--- config.mk ---
export PLATFORM = sky130hd
export DESIGN_NAME = digital_pll_trim_nco
export DESIGN_NICKNAME = d
export VERILOG_FILES = /design/src/rtl/digital_pll_pkg.sv /design/src/rtl/digital_pll_trim_decode.sv /design/src/rtl/digital_pll_trim_nco.sv
export SDC_FILE = /design/constraint.sdc
export NUM_CORES = 1
export LEC_CHECK = 0
export ABC_AREA = 1
export CELL_PAD_IN_SITES_DETAIL_PLACEMENT = 0
export CELL_PAD_IN_SITES_GLOBAL_PLACEMENT = 2
export CORE_UTILIZATION = 30
export DETAILED_ROUTE_END_ITERATION = 8
export DONT_BUFFER_PORTS = 1
export HOLD_SLACK_MARGIN = 0.15
export PLACE_DENSITY_LB_ADDON = 0.25
export SETUP_SLACK_MARGIN = 0.1
export SYNTH_ARGS = -nofsm -noshare
export SYNTH_HDL_FRONTEND = slang
export SYNTH_SLANG_ARGS = --single-unit
--- constraint.sdc ---
create_clock -name clock -period 3.62 [get_ports clock]
set_input_delay 0 -clock clock [delete_from_list [all_inputs] [get_ports clock]]
set_output_delay 0 -clock clock [all_outputs]
set_load 0.02 [all_outputs]
--- src/rtl/digital_pll_pkg.sv ---
// Shared constants, types and helpers for the digital PLL trim bus.
// is_thermo() is also reused by the controller bench.
package digital_pll_pkg;

  localparam int TRIM_W         = 26;
  localparam int TRIM_HALF_W    = 13;
  localparam int LEVEL_W        = 5;
  localparam int TRIM_MAX_LEVEL = 26;

  typedef logic [TRIM_W-1:0]      trim_t;
  typedef logic [TRIM_HALF_W-1:0] trim_half_t;
  typedef logic [LEVEL_W-1:0]     level_t;

  // Valid thermometer half: contiguous ones from bit 0 upward, all-zero allowed.
  function automatic logic is_thermo(input trim_half_t v);
    logic ok;
    logic seen_zero;
    ok        = 1'b1;
    seen_zero = 1'b0;
    for (int i = 0; i < TRIM_HALF_W; i++) begin
      if (!v[i]) seen_zero = 1'b1;
      else if (seen_zero) ok = 1'b0;
    end
    return ok;
  endfunction

  function automatic level_t popcount(input trim_t v);
    level_t c;
    c = '0;
    for (int i = 0; i < TRIM_W; i++) c = c + level_t'(v[i]);
    return c;
  endfunction

endpackage

--- src/rtl/digital_pll_trim_decode.sv ---
// Combinational trim decoder: popcount level plus thermometer validity.
// Validity logic is generated only under DIGITAL_PLL_TRIM_CODE_CHECK_EN.
module digital_pll_trim_decode
  import digital_pll_pkg::*;
(
  input  logic [TRIM_W-1:0]  trim,
  output logic [LEVEL_W-1:0] level,
  output logic               thermo_ok
);

  // NOTE: every always_comb output is assigned on every path, so no latch is inferred.
  always_comb begin
    level = popcount(trim);
`ifdef DIGITAL_PLL_TRIM_CODE_CHECK_EN
    thermo_ok = is_thermo(trim[TRIM_HALF_W-1:0]) && is_thermo(trim[TRIM_W-1:TRIM_HALF_W]);
`else
    thermo_ok = 1'b1;
`endif
  end

endmodule

--- src/rtl/digital_pll_trim_nco.sv ---
// Digitally trimmed oscillator: trim popcount sets the half-period of osc.
// Optional trim code check enabled by DIGITAL_PLL_TRIM_CODE_CHECK_EN.
module digital_pll_trim_nco
  import digital_pll_pkg::*;
#(
  parameter int MIN_HALF  = 4,
  parameter int STEP_HALF = 1,
  parameter int HP_W      = 16
) (
  input  logic               clock,
  input  logic               reset,
  input  logic               enable,
  input  logic [TRIM_W-1:0]  trim,
  output logic               osc,
  output logic               osc_rise,
  output logic [LEVEL_W-1:0] trim_level,
  output logic               code_err
);

  if (longint'(MIN_HALF) + longint'(TRIM_MAX_LEVEL) * longint'(STEP_HALF)
      > (longint'(1) << HP_W) - 1) begin : g_hp_w_too_small
    $error("HP_W too narrow for MIN_HALF + 26*STEP_HALF");
  end

  logic [LEVEL_W-1:0] dec_level;
  logic               thermo_ok;
  logic [HP_W-1:0]    half_in;
  logic [HP_W-1:0]    cnt;
  logic               load;

  digital_pll_trim_decode u_decode (
    .trim      (trim),
    .level     (dec_level),
    .thermo_ok (thermo_ok)
  );

  // The incoming trim only matters at a retune point or while disabled.
  assign half_in = HP_W'(MIN_HALF) + HP_W'(dec_level) * HP_W'(STEP_HALF);
  assign load    = !enable || (cnt == '0);

  // NOTE: state registers use non-blocking assignments so all flops update together.
  always_ff @(posedge clock or posedge reset) begin
    if (reset) begin
      osc        <= 1'b0;
      osc_rise   <= 1'b0;
      trim_level <= '0;
      cnt        <= HP_W'(MIN_HALF - 1);
    end else if (!enable) begin
      osc        <= 1'b0;
      osc_rise   <= 1'b0;
      trim_level <= dec_level;
      cnt        <= half_in - 1'b1;
    end else if (cnt == '0) begin
      osc        <= ~osc;
      osc_rise   <= ~osc;
      trim_level <= dec_level;
      cnt        <= half_in - 1'b1;
    end else begin
      osc_rise   <= 1'b0;
      cnt        <= cnt - 1'b1;
    end
  end

`ifdef DIGITAL_PLL_TRIM_CODE_CHECK_EN
  always_ff @(posedge clock or posedge reset) begin
    if (reset)     code_err <= 1'b0;
    else if (load) code_err <= ~thermo_ok;
  end
`else
  // The decoder reports a constant valid code here, so this folds to 0.
  assign code_err = ~thermo_ok;
  logic unused_load;
  assign unused_load = load;
`endif

endmodule

==> parameters.txt <==
Parameter                              Value

Place
  I/O Buffers ... 0
  Placed Cells ... ~320
  Final Wtd Congestion ... between 0.7 and 0.8
  Post-DP HPWL ... approximately 3100 um

Min path
  Min-Delay Endpoint ... cnt[1]
  Cells on Worst Hold Path ... 4
  Hold_sp ... trim[5]
  Class of the tightest hold or removal check ... in -> reg

GRT
  Aggregate global-route resource usage ... 0.133
  Vias in the first global route ... 1,442
  Initial antenna violation count ... 0
  Maximum number of pins on one net before global-route repair ... 24
  Global route overflow ... 0
  Wire length of the first global-routing pass ... 6690 um

Layout
  Share of the core filled with cells ... 0.355
  Antenna fix cells ... 0
  Fill cell total of the finished layout ... between 600 and 700
  Area of the multi-input gates ... between 0.001 and 0.0015 mm^2
  Layout cell share with drive strength beyond 1 ... 0.130
  Post-route non-filler standard cell count ... 321
  Post-synthesis to final-layout area growth ... 11.5%
  Fin nets ... ~300
  Flip-flop and latch area ... 578 um^2

Floorplan
  Die ar. ... 0.00680 mm^2
  Core Box Area ... slightly above 0.006 mm^2
  Initial Util ... 0.319
  Height of the die ... between 80 and 90 um
  Num ports ... 37
  Std cell rows ... 28
  Width of the die ... 82.5 um

Worst setup path
  Worst reg2reg path startpoint ... cnt[0]
  Slowest Stage Delay on Critical Path ... roughly 0.53 ns
  Master of the slowest instance on the critical path ... sky130_fd_sc_hd__fa_1
  Maximum fanout count along the critical path ... 3
  End of the worst register-to-register path ... cnt[15]
  Crit-path most repeated cell ... sky130_fd_sc_hd__fa_1
  Worst path top cell family by delay ... adder cells
  Kind of end point of the critical path ... flop
  Required arrival time at the worst endpoint ... ~3.8 ns
  Register-to-register setup slack ... 1.63 ns
  Data arrival, critical path ... around 4 ns
  Cells along the critical path ... ha_4, inv_2, fa_1, fa_1, fa_1, fa_1, fa_1, fa_2, fa_2, ha_4, nor2_4, nand3_2, nand2_1, nand3_1, nand2_1, inv_1
  Critical Path Start Type ... input port
  R2R cell count ... 9
  Crit Path Category ... in -> reg
  Buf/Inv on CP ... 2

Synthesis
  Post-synthesis cell area ... 0.00194 mm^2
  Count of distinct cell types in the synthesized netlist ... 30
  Post-synthesis sequential area ratio ... 0.298
  Total number of yosys warnings ... 0
  Cell count after synthesis ... about 240
  Mean area per synthesized cell ... about 8.1 um^2
  Flops & latches, synth ... 23
  Net count of the mapped netlist ... slightly below 300

Timing
  Final count of negative-setup-slack endpoints ... 6
  Post-route setup slack ... -0.240 ns
  Clock period minus final worst setup slack ... about 3.9 ns
  Final hold violation count ... 0
  Min Hold Slack ... ~0.23 ns
  Maximum clock skew at final layout ... 0.0108 ns
  Part of the cycle the worst path needs ... 1.07
  Fmax achieved ... 259 MHz
  Slew of the pin with the lowest slew margin ... 0.934 ns
  Worst max-slew margin expressed relative to the limit ... 0.377
  Final Max Slew Viols ... 0
  Setup repair after global routing missed its margin ... yes

Clock tree
  Skew-Pair Late Insertion Delay ... around 0.27 ns
  Clk sinks ... 23
  Max H-tree Level ... 1
  CTS tree ... yes
  Total clock buffers created by CTS ... 3
  Root buffer selected by CTS ... sky130_fd_sc_hd__clkbuf_8
  Worst-case clock buffer depth ... 2
  Post-CTS repair timing setup buffer count ... 0
  Clk pin slew, worst setup/hold paths ... around 0.080 ns

Run
  Number of maximum-capacitance constraint violations ... 0

Route
  First-pass iteration count of the detailed router ... 4
  Total routed wirelength ... between 3000 and 4000 um
  Routed wire per std cell ... about 12 um
  Remaining routing DRC violations ... 0
  Number of nets with antenna violations after detailed routing ... 0
  Vias per cell ... 4.34
  Number of vias after detailed routing ... 1,394
  Initial DRC Count ... 32

Status
  Violations in the final reports ... negative setup slack
  Status ... finished, violations left
[registers in the layout, summed over array words and instances, names as in the netlist]
| register | flops |
|---|---|
| cnt | 16 |
| trim_level | 5 |
| osc | 1 |
| osc_rise | 1 |
[cell type report]
cell class | count | share of cell area
Clock buffer | 3 | 0.0191
Tap cell | 75 | 0.0433
Clock inverter | 1 | 0.00231
Inverter | 58 | 0.101
Timing Repair Buffer | 7 | 0.0266
Sequential cell | 23 | 0.267
Multi-Input combinational cell | 154 | 0.541
[cells by family (layout without fill, tap and decap cells)]
| kind of cell | after synthesis | after routing | synth area share |
|---|---|---|---|
| AND/OR/NAND/NOR | 101 | 101 | 0.227 |
| buffers and inverters | 62 | 69 | 0.131 |
| adder cells (fa/ha/maj) | 28 | 28 | 0.254 |
| flip-flops | 23 | 23 | 0.298 |
| AO/OA/AOI/OAI | 17 | 17 | 0.0561 |
| XOR/XNOR | 7 | 7 | 0.0316 |
| other | 1 | 1 | 0.00193 |
[worst max path at each step]
stage	endpoint	start	depth (start not counted)	slack [ns]
4_1_cts	cnt[4]	trim[1]	16	-0.25
5_1_grt	cnt[4]	trim[1]	16	-0.39
2_1_floorplan	cnt[4]	trim[1]	16	-0.49
3_5_place_dp	cnt[4]	trim[1]	16	-0.60
3_3_place_gp	cnt[4]	trim[1]	16	-0.59
6_report	cnt[4]	trim[1]	16	-0.24
[through the flow]
stage | worst slack, ns | cell area [um^2] | TNS (ns)
floorplan | -0.490 | 1990 | -2.05
finish | -0.240 | 2170 | -0.892
global placement | -0.589 | 2080 | -3.59
CTS | -0.249 | 2150 | -0.985
detailed placement | -0.599 | 2080 | -3.70
global route | -0.392 | 2170 | -1.79
[layer usage]
layer,global-route usage,part of all wire,vias to the layer above
met2,0.219,0.48,12
met4,0.0263,0.0074,0
li1,-,-,723
met1,0.180,0.49,657
met3,0.0264,0.022,2
met5,0,0,-
[tightest hold or removal path, stage by stage]
cell,delay [ns]
sky130_fd_sc_hd__inv_1,0.06
sky130_fd_sc_hd__fa_2,0.25
sky130_fd_sc_hd__ha_4,0.14
sky130_fd_sc_hd__o21ai_2,0.04
[what timing repair did]
action,4_1_cts,5_1_grt
hold buffers,2,0
setup endpoints to repair,8,9
hold endpoints to repair,24,0
gates resized for setup,1,4
cloned,0,0
pin swaps,2,0
[layout by cell type, fill, tap and decap left out, drive strengths merged, types with 5 or more instances in the layout]
cell / instances
a21oi: 6
buf: 5
dfrtp: 21
fa: 19
ha: 9
inv: 58
nand2: 42
nand3: 13
nor2: 32
nor3: 8
o21ai: 6
[synth_stat cells]
cell type / count / area, um^2
sky130_fd_sc_hd__nand2_2: 1 / 6.26
sky130_fd_sc_hd__a21oi_1: 5 / 25.0
sky130_fd_sc_hd__nor2_4: 1 / 11.3
sky130_fd_sc_hd__a21oi_2: 1 / 8.76
sky130_fd_sc_hd__nor2_1: 31 / 116
sky130_fd_sc_hd__nand2_1: 40 / 150
sky130_fd_sc_hd__o22ai_1: 2 / 12.5
sky130_fd_sc_hd__conb_1: 1 / 3.75
sky130_fd_sc_hd__fa_1: 19 / 380
sky130_fd_sc_hd__o21bai_1: 2 / 15.0
sky130_fd_sc_hd__dfrtp_1: 21 / 526
sky130_fd_sc_hd__or2_0: 1 / 6.26
sky130_fd_sc_hd__o21ai_2: 3 / 26.3
sky130_fd_sc_hd__nand4_1: 1 / 6.26
sky130_fd_sc_hd__ha_1: 9 / 113
sky130_fd_sc_hd__xor2_1: 4 / 35.0
sky130_fd_sc_hd__a31oi_1: 1 / 6.26
sky130_fd_sc_hd__inv_1: 58 / 218
sky130_fd_sc_hd__or2_1: 1 / 6.26
sky130_fd_sc_hd__or2_4: 1 / 8.76
sky130_fd_sc_hd__buf_6: 2 / 22.5
sky130_fd_sc_hd__nand3b_1: 1 / 7.51
sky130_fd_sc_hd__buf_4: 2 / 15.0
sky130_fd_sc_hd__nand2_4: 1 / 11.3
sky130_fd_sc_hd__xnor2_1: 3 / 26.3
sky130_fd_sc_hd__or2_2: 1 / 6.26
sky130_fd_sc_hd__nand3_1: 13 / 65.1
sky130_fd_sc_hd__o21ai_0: 3 / 15.0
sky130_fd_sc_hd__nor3_1: 8 / 40.0
sky130_fd_sc_hd__dfstp_2: 2 / 52.6
Power is not shown: default switching activity piles up to over one toggle a cycle in this logic, so the estimate is an artifact.
